===== config.mk =====
export PLATFORM = sky130hd
export DESIGN_NAME = pipe_stage_buf
export DESIGN_NICKNAME = d
export VERILOG_FILES = /design/src/rtl/pipe_stage_buf.sv
export SDC_FILE = /design/constraint.sdc
export NUM_CORES = 1
export LEC_CHECK = 0
export BUFFER_PORTS_ARGS = -buffer_cell sky130_fd_sc_hd__clkbuf_2
export CAP_MARGIN = 20
export CORE_MARGIN = 3
export CORE_UTILIZATION = 57
export CTS_CLUSTER_DIAMETER = 100
export DETAILED_ROUTE_END_ITERATION = 8
export PLACE_DENSITY_LB_ADDON = 0.1
export SLEW_MARGIN = 20
export SYNTH_ARGS = -nofsm -noshare
export SYNTH_HDL_FRONTEND = slang
export SYNTH_SLANG_ARGS = --single-unit

===== constraint.sdc =====
create_clock -name clk -period 8.76 [get_ports clk]
set_input_delay 1.752 -clock clk [delete_from_list [all_inputs] [get_ports clk]]
set_output_delay 1.752 -clock clk [all_outputs]
set_load 0.03 [all_outputs]

===== src/rtl/pipe_stage_buf.sv =====
// rtl/pipe_stage_buf.sv - generic pipeline stage register with valid/ready, optional skid entry, flush and drop counter
// main entry drives the output; the skid entry catches one input when downstream stalls so in_ready stays registered.

module pipe_stage_buf #(
  parameter int                 DATA_W = 32,
  parameter logic [DATA_W-1:0]  BUBBLE = {DATA_W{1'b0}},
  parameter int                 SKID   = 1,
  parameter int                 CNT_W  = 8
) (
  input  logic              clk,
  input  logic              rst,
  input  logic              flush,
  input  logic              in_valid,
  output logic              in_ready,
  input  logic [DATA_W-1:0] in_data,
  output logic              out_valid,
  input  logic              out_ready,
  output logic [DATA_W-1:0] out_data,
  output logic [1:0]        occupancy,
  output logic [CNT_W-1:0]  drop_cnt
);

  logic              main_valid_q, main_valid_d;
  logic [DATA_W-1:0] main_data_q,  main_data_d;
  logic              skid_valid_q, skid_valid_d;
  logic [DATA_W-1:0] skid_data_q,  skid_data_d;
  logic [1:0]        occ_q,        occ_d;
  logic [CNT_W-1:0]  drop_cnt_q,   drop_cnt_d;

  logic              acc;
  logic              deq;
  logic [1:0]        drop_inc;
  logic [CNT_W+1:0]  drop_ext;

  assign in_ready  = (SKID != 0) ? !skid_valid_q : (!main_valid_q || out_ready);
  assign acc       = in_valid && in_ready;
  assign deq       = main_valid_q && out_ready;

  assign out_valid = main_valid_q;
  assign out_data  = main_data_q;
  assign occupancy = occ_q;
  assign drop_cnt  = drop_cnt_q;

  // An entry leaving downstream in the flush cycle belongs to the consumer, so it is not a drop.
  assign drop_inc = {1'b0, main_valid_q && !out_ready} + {1'b0, skid_valid_q} + {1'b0, acc};
  assign drop_ext = {2'b00, drop_cnt_q} + (CNT_W+2)'(drop_inc);

  always_comb begin
    main_valid_d = main_valid_q;
    main_data_d  = main_data_q;
    skid_valid_d = skid_valid_q;
    skid_data_d  = skid_data_q;
    drop_cnt_d   = drop_cnt_q;
    if (flush) begin
      main_valid_d = 1'b0;
      main_data_d  = BUBBLE;
      skid_valid_d = 1'b0;
      skid_data_d  = BUBBLE;
      drop_cnt_d   = (drop_ext > {2'b00, {CNT_W{1'b1}}}) ? {CNT_W{1'b1}} : drop_ext[CNT_W-1:0];
    end else if (!main_valid_q) begin
      if (acc) begin
        main_valid_d = 1'b1;
        main_data_d  = in_data;
      end
    end else if (deq) begin
      if (skid_valid_q) begin
        main_data_d  = skid_data_q;
        skid_valid_d = 1'b0;
      end else if (acc) begin
        main_data_d  = in_data;
      end else begin
        main_valid_d = 1'b0;
      end
    end else if (acc && (SKID != 0)) begin
      skid_valid_d = 1'b1;
      skid_data_d  = in_data;
    end
    occ_d = {1'b0, main_valid_d} + {1'b0, skid_valid_d};
  end

  always_ff @(posedge clk) begin
    if (!rst) begin
      main_valid_q <= 1'b0;
      main_data_q  <= BUBBLE;
      skid_valid_q <= 1'b0;
      skid_data_q  <= BUBBLE;
      occ_q        <= 2'd0;
      drop_cnt_q   <= '0;
    end else begin
      main_valid_q <= main_valid_d;
      main_data_q  <= main_data_d;
      skid_valid_q <= skid_valid_d;
      skid_data_q  <= skid_data_d;
      occ_q        <= occ_d;
      drop_cnt_q   <= drop_cnt_d;
    end
  end

  a_skid_implies_main: assert property (@(posedge clk) disable iff (!rst) skid_valid_q |-> main_valid_q);

endmodule


Word-level counts from Yosys, hierarchy flattened
Index checks and enable logic that the tools add are counted.
- add/sub/neg operators: 4
- $lt $le $gt $ge: 1
- eq/ne operators: 1
- multiplexer cells: 14
- bitwise gates (word level): 2
- reduce and logical (&&, ||, !) cells: 7
- operator list (cell ; number):
    2-to-1 mux 32 bit ; 4
    adder 8 x 2 -> 9 bit ; 1
    greater-than comparator 9 x 8 -> 1 bit (second input constant) ; 1
    2-to-1 mux 1 bit ; 9
    2-to-1 mux 8 bit ; 1
    adder 1 x 1 -> 2 bit ; 2
    logical AND 1 bit ; 3
    AND reduction 3 bit ; 1
    adder 2 x 1 -> 2 bit ; 1
    logical NOT 1 bit ; 2
    inequality test 2 x 1 -> 1 bit (second input constant) ; 1
    inverter 1 bit ; 2
    OR reduction 2 bit ; 1
- register bits: 76
- input bits: 37
- output and inout bits: 44
- logic and storage cells: 35

Logic depth before layout (Yosys ltp)
Gate-level depths: netlist (run 1).
- word-level depth: 8
- gate-level depth with buffers: 11
- mapped depth without buffers: 9

Least setup slack after synthesis (run 1)
OpenSTA, ideal clock, no wires.
- path type: input -> register
- from: input port out_ready
- to: register drop_cnt_q[6], in the netlist drop_cnt[6]
- library setup time: 0.091 ns
- arrival: 3.893 ns
- data required time: 8.669 ns
- slack: 4.777 ns
- cell stages on the path: 11
- path buffers: 2
- cells stage by stage: nand2b_1 > buf_2 > buf_2 > inv_1 > fa_1 > ha_1 > inv_1 > fa_1 > and3b_1 > a21oi_1 > a311oi_1
- cells in the longest elaborated chain, start to end: 7
- RTL lines (what ; line ; RTL):
    start: declaration ; 17 ; input logic out_ready,
    logical NOT 1 bit * ; 45 ; assign drop_inc = {1'b0, main_valid_q && !out_ready} + {1'b0, skid_valid_q} + {1'b0, acc};
    logical AND 1 bit * ; 45 ;
    adder 1 x 1 -> 2 bit * ; 45 ;
    adder 2 x 1 -> 2 bit * ; 45 ;
    adder 8 x 2 -> 9 bit * ; 46 ; assign drop_ext = {2'b00, drop_cnt_q} + (CNT_W+2)'(drop_inc);
    greater-than comparator 9 x 8 -> 1 bit ; 59 ; drop_cnt_d = (drop_ext > {2'b00, {CNT_W{1'b1}}}) ? {CNT_W{1'b1}} : drop_ext[CNT_W-1:0];
    2-to-1 mux 8 bit * ; 59 ;
    end signal: assignment ; 95 ; drop_cnt_q <= drop_cnt_d;
    end: declaration ; 28 ; logic [CNT_W-1:0] drop_cnt_q, drop_cnt_d;
Mark *: on every way between the ends. The rest lies on a longest branch, timed or not.
A chain may end at the register's enable or synchronous reset.

Final worst setup path (run 1)
Ends and elaborated chain as after synthesis.

==> parameters.txt, run 1 <==
Parameter                              Value

Status
  Status ... finished, final reports clean

Yosys
  FFs w/ async S/R, synth ... 0%
  Number of enable-type register cells in the synthesized netlist ... 0
  Mapped Avg Cell Area ... 8.82 sq um
  Number of instances in the synthesized netlist ... 365
  Seq cells post-synth ... 76
  Dominant register cell in the synthesized netlist ... dfxtp_1
  Yosys warnings ... 0
  Synthesized area ... 0.00322 sq mm
  Unique cell type count in the Yosys netlist ... 33
  Sequential-to-total area share from yosys stat ... 47.3%
  Net count after synthesis ... 407

Cells and area
  Commonest non-fill, non-tap cell in the layout ... clkbuf_2
  Share of the core filled with cells in the final layout ... 72.5%
  Area growth syn-to-layout ... 18.7%
  Nets@finish ... 473
  Fraction of layout cells with a size suffix above 1 ... 23.9%
  Antenna cell count ... 0
  Non-filler instance count after layout ... 506
  Most frequent cells in the layout ... clkbuf_2 (80), dfxtp_1 (76), nand2_1 (66)

Setup path
  WP data arrival ... 3.84 ns
  Crit Path Class ... in2reg
  Worst r2r path cells ... 9
  Required arrival time at the worst endpoint ... 9.01 ns
  Category of the worst setup path capture point ... flip-flop
  FF-to-FF setup slack ... 6.32 ns
  Setup crit start kind ... input port
  Biggest fanout along the worst timing path ... 6

CTS
  Buffer cell driving the clock tree root ... clkbuf_8
  Postcts setup bufs ... 0
  CTS H-tree lvls ... 3
  Post_cts resized ... 0
  Clock transition at the register clock pins on the worst setup and hold paths after CTS ... 0.08 ns
  Source-to-sink clock delay at the later pin of the worst-skew pair ... 0.34 ns
  CTS tree ... built
  TritonCTS buffer count ... 9
  Bufs on Longest Clock Path ... 2
  Number of sinks driven by the clock tree ... 76
  Hold buffer count at cts ... 0

STA
  RSZ-0062 raised after global routing ... no
  Clock Skew ... 0.0102 ns
  Final-report max-slew violation count ... 0
  Final clock period utilization by the worst path ... 41.0%
  Final total negative setup slack ... 0 ns
  Slew HR ... 55.2%
  Highest attainable clock frequency ... 278 MHz
  Total of endpoints with negative setup slack in the final report ... 0
  Final critical path time including I/O delays and setup ... 3.59 ns
  Measured slew at the worst slew-check pin ... 0.672 ns
  Final hold violation count ... 0

Job
  Count of maximum capacitance violations ... 0

Route
  WL per Instance ... 14.5 um
  Total wire length ... 7360 um
  DRC Markers ... 0
  Starting DRT DRC Count ... 207
  Post-DRT Antenna Nets ... 0
  Routed vias ... 2827
  TritonRoute pass-1 iters ... 4
  Number of vias per cell after detailed routing ... 5.59

Hold path
  Kind of path behind the tightest hold check ... reg2reg
  Hold Path Stages ... 2

Floorplan
  Core Box Area ... 0.00527 sq mm
  Effective utilization at floorplan ... 61.1%
  Die outline area ... 0.00659 sq mm
  Die width ... 81.2 um
  Standard-cell row count ... 26
  Die height ... 81.2 um
  Total I/O pin count ... 81

Global route
  Largest net degree at the start of global routing ... 67
  Number of global-route vias before repair ... 2645
  Total global-route track usage ... 23.6%
  Global-route wire length before repair ... 12100 um
  Total congestion overflow after global routing ... 0
  Antenna violations before repair ... 0

Placed design
  Final Wtd Congestion ... 0.862
  DP HPWL ... 4420 um
  Cell Count Post-Placement ... 490
  Port-buffer cells ... 80

Power and ir drop
  PwrDens ... 192 mW/mm^2
  Tot Pwr ... 0.000733 W
  Worst voltage drop across the vdd grid ... 0.0000938 V
  Static leakage ... 1.63 nW
-- final timing paths --
path                                     start                            to
setup / recovery                     out_ready      drop_cnt[6]$_SDFFE_PN0P_
hold / removal    skid_data_q[17]$_SDFFE_PP0P_  skid_data_q[17]$_SDFFE_PP0P_
setup reg to reg          out_valid$_SDFF_PN0_      drop_cnt[6]$_SDFFE_PN0P_
hold reg to reg   skid_data_q[17]$_SDFFE_PP0P_  skid_data_q[17]$_SDFFE_PP0P_
-- metal layers --
| metal | wire length (um) | track usage (%) |
|---|---|---|
| met3 | 513 | 4.32 |
| met4 | 76 | 8.45 |
| met2 | 3540 | 39.8 |
| met1 | 3230 | 30.2 |
| met5 | 0 | 0 |
-- logic make-up after synthesis --
| family | Yosys count | share of synthesized area, % |
|---|---|---|
| AO/OA/AOI/OAI | 117 | 26.8 |
| adder cells (fa/ha/maj) | 5 | 2.41 |
| buffers and inverters | 70 | 9.64 |
| flip-flops | 76 | 47.3 |
| AND/OR/NAND/NOR | 97 | 13.9 |
-- worst max-delay path, stage by stage --
cell	delay, ns
clkbuf_2	0.12
nand2b_1	0.13
inv_1	0.05
fa_1	0.48
ha_1	0.18
inv_1	0.06
fa_1	0.44
and3b_1	0.31
a21oi_1	0.08
a311oi_1	0.23
-- sequential cells by signal, summed over array words and instances (netlist names) --
| signal | cells |
|---|---|
| skid_valid_q | 1 |
| occupancy | 2 |
| out_valid | 1 |
| skid_data_q | 32 |
| drop_cnt | 8 |
| out_data | 32 |
-- Yosys cell counts, types with 2 or more instances --
| cell | count | share of area, % |
|---|---|---|
| dfxtp_1 | 76 | 47 |
| a31oi_1 | 36 | 7.0 |
| nor2b_1 | 3 | 0.58 |
| nand3_1 | 2 | 0.31 |
| and3_1 | 2 | 0.39 |
| nand4_1 | 3 | 0.58 |
| fa_1 | 2 | 1.2 |
| buf_2 | 14 | 2.2 |
| nand2_1 | 66 | 7.7 |
| buf_6 | 4 | 1.4 |
| a21oi_1 | 37 | 5.8 |
| nand2b_1 | 5 | 0.97 |
| nor2_1 | 5 | 0.58 |
| o21ai_0 | 3 | 0.47 |
| inv_1 | 39 | 4.5 |
| and2_1 | 4 | 0.78 |
| ha_1 | 3 | 1.2 |
| a21o_1 | 2 | 0.47 |
| o221a_1 | 33 | 12 |
| o211ai_1 | 2 | 0.47 |
| clkbuf_1 | 12 | 1.4 |
-- area by class of cell --
| type | instances | area, sq um |
|---|---|---|
| clock buffer | 11 | 141 |
| timing repair buffer | 86 | 445 |
| inverter | 39 | 146 |
| sequential | 76 | 1520 |
| multi-input combinational | 219 | 1390 |
| fill | 426 | 1450 |
| tap | 70 | 87.6 |
| clock inverter | 5 | 85.1 |
-- report_power, final --
group	internal, W	leakage, nW	switching [W]
Sequential	0.000354	0.617	0.00000618
Clock	0.000169	0.110	0.000128
Combinational	0.0000262	0.908	0.0000491
-- per-stage QoR --
step	instance area, sq um	hold slack [ns]	setup WS, ns
global route	3820	0.477	5.02
floorplan	3220	0.437	4.78
finish	3820	0.458	5.17
CTS	3820	0.460	5.20
detailed placement	3590	0.448	4.83
global placement	3590	0.442	4.86
Power figures use the tool's default switching activity.
==> run 2, diff against run 1 <==
CORE_UTILIZATION = 53   (was 57)
clock period = 3.58 ns   (was 8.76 ns; I/O delays follow)
==> run 2 against run 1 <==
Global-route usage is 1.6 points lower; via count is 0.88% higher; clock-buffer cell count is 2 lower; sequential share of layout area hardly changed; die area is 7.0% higher; final area hardly changed; clock power is 140% higher.
==> parameters.txt, run 2 (synthesis results as in run 1) <==
Parameter                              Value

Floorplan
  Die outline area ... 0.00705 sq mm
  Core Box Area ... 0.00568 sq mm
  Total I/O pin count ... 81
  Die height ... 83.9 um
  Die width ... 83.9 um
  Effective utilization at floorplan ... 56.7%
  Standard-cell row count ... 27

Power and ir drop
  Sequential fraction of design power ... 49.7%
  Sw Ratio ... 25.4%
  Share of total power in the clock network ... 39.8%
  Worst voltage drop across the vdd grid ... 0.000232 V
  PwrDens ... 464 mW/mm^2
  Int Pwr ... 0.00132 W
  Static leakage ... 1.63 nW
  Combinational share of power ... 10.5%
  Net switching power of the design ... 0.000451 W
  Tot Pwr ... 0.00177 W

Global route
  Global-route wire length before repair ... 12800 um
  Total congestion overflow after global routing ... 0
  Number of global-route vias before repair ... 2756
  Total global-route track usage ... 22.0%
  Antenna violations before repair ... 0
  Largest net degree at the start of global routing ... 35

Route
  Number of vias per cell after detailed routing ... 5.61
  TritonRoute pass-1 iters ... 4
  DRC Markers ... 0
  Post-DRT Antenna Nets ... 0
  Total wire length ... 7430 um
  Routed vias ... 2852
  Starting DRT DRC Count ... 153
  WL per Instance ... 14.6 um

Cells and area
  Area growth syn-to-layout ... 18.5%
  Area taken by flip-flops and latches ... 0.00152 sq mm
  Multi-input gate area ... 0.00139 sq mm
  Commonest non-fill, non-tap cell in the layout ... clkbuf_2
  Antenna cell count ... 0
  Most frequent cells in the layout ... clkbuf_2 (80), dfxtp_1 (76), nand2_1 (66)
  Share of the core filled with cells in the final layout ... 67.2%
  Fraction of layout cells with a size suffix above 1 ... 24.1%
  Number of fill cells ... 496
  Nets@finish ... 474

CTS
  TritonCTS buffer count ... 9
  Hold buffer count at cts ... 0
  Post_cts resized ... 0
  Clock transition at the register clock pins on the worst setup and hold paths after CTS ... 0.08 ns
  Bufs on Longest Clock Path ... 2
  Source-to-sink clock delay at the later pin of the worst-skew pair ... 0.34 ns
  CTS tree ... built
  Buffer cell driving the clock tree root ... clkbuf_8
  Postcts setup bufs ... 0
  Number of sinks driven by the clock tree ... 76
  CTS H-tree lvls ... 3

Placed design
  Final Wtd Congestion ... 0.793
  DP HPWL ... 4720 um
  Port-buffer cells ... 80

STA
  Final total negative setup slack ... 0 ns
  Total of endpoints with negative setup slack in the final report ... 0
  Clock Skew ... 0.0101 ns
  Final Hold Slack ... 0.460 ns
  Final hold violation count ... 0
  Measured slew at the worst slew-check pin ... 0.827 ns
  RSZ-0062 raised after global routing ... no
  Slew HR ... 44.5%
  Final critical path time including I/O delays and setup ... 2.57 ns
  Highest attainable clock frequency ... 389 MHz
  Final-report max-slew violation count ... 0
  Final clock period utilization by the worst path ... 71.7%

Job
  Count of maximum capacitance violations ... 0

Setup path
  Setup crit start kind ... input port
  Biggest fanout along the worst timing path ... 6
  Required arrival time at the worst endpoint ... 3.83 ns
  Category of the worst setup path capture point ... flip-flop
  WP data arrival ... 2.82 ns
  Crit Path Class ... in2reg

Hold path
  Kind of path behind the tightest hold check ... reg2reg

Status
  Status ... finished, final reports clean
-- run 2: cell count changes in the layout (fill, tap and decap cells not counted), sizes merged --
cell | previous run | this run
inv | 39 | 40
clkbuf | 91 | 89
clkinv | 2 | 1
buf | 6 | 7
clkinvlp | 1 | 2
-- run 2: area by class of cell --
cell class	instances	share of cell area (%)
Sequential cell	76	39.9
Timing Repair Buffer	87	11.9
Clock inverter	6	2.33
Multi-Input combinational cell	219	36.5
Inverter	39	3.84
Clock buffer	9	3.25
Tap cell	72	2.36
-- run 2: worst max-delay path, stage by stage --
cell,delay (ns)
clkbuf_2,0.14
nand2b_1,0.13
inv_1,0.05
fa_1,0.48
ha_1,0.18
inv_1,0.06
fa_1,0.45
and3b_1,0.31
a21oi_1,0.08
a311oi_1,0.23
-- run 2: final timing paths --
kind                                start                            to  slack, ns  depth (start not counted)
min reg2reg  skid_data_q[16]$_SDFFE_PP0P_  skid_data_q[16]$_SDFFE_PP0P_       0.46                          2
max reg2reg          out_valid$_SDFF_PN0_      drop_cnt[6]$_SDFFE_PN0P_       1.14                          9
min          skid_data_q[16]$_SDFFE_PP0P_  skid_data_q[16]$_SDFFE_PP0P_       0.46                          2
max                             out_ready      drop_cnt[6]$_SDFFE_PN0P_       1.01                         10
-- run 2: power by group through the flow --
stage | clock (W) | sequential, W | combinational [W]
6_report | 0.000705 | 0.000882 | 0.000186
5_1_grt | 0.000759 | 0.000885 | 0.000205
4_1_cts | 0.000720 | 0.000882 | 0.000186
3_5_place_dp | 0 | 0.000901 | 0.000186
3_3_place_gp | 0 | 0.000901 | 0.000183
2_1_floorplan | 0 | 0.000939 | 0.0000883
-- run 2: metal layers --
| metal | GRT usage [%] | part of all wire, % |
|---|---|---|
| met1 | 29.5 | 47 |
| met2 | 35.1 | 47 |
| met3 | 5.53 | 5.4 |
| met4 | 6.58 | 0.88 |
| met5 | 0 | 0 |
-- run 2: per-stage QoR --
| stage | setup WS [ns] | std cells | instance area (sq um) |
|---|---|---|---|
| finish | 1.01 | 508 | 3820 |
| global route | 0.887 | 508 | 3820 |
| CTS | 1.03 | 508 | 3820 |
| detailed placement | 0.671 | 493 | 3600 |
| global placement | 0.731 | 493 | 3600 |
| floorplan | 0.633 | 365 | 3220 |
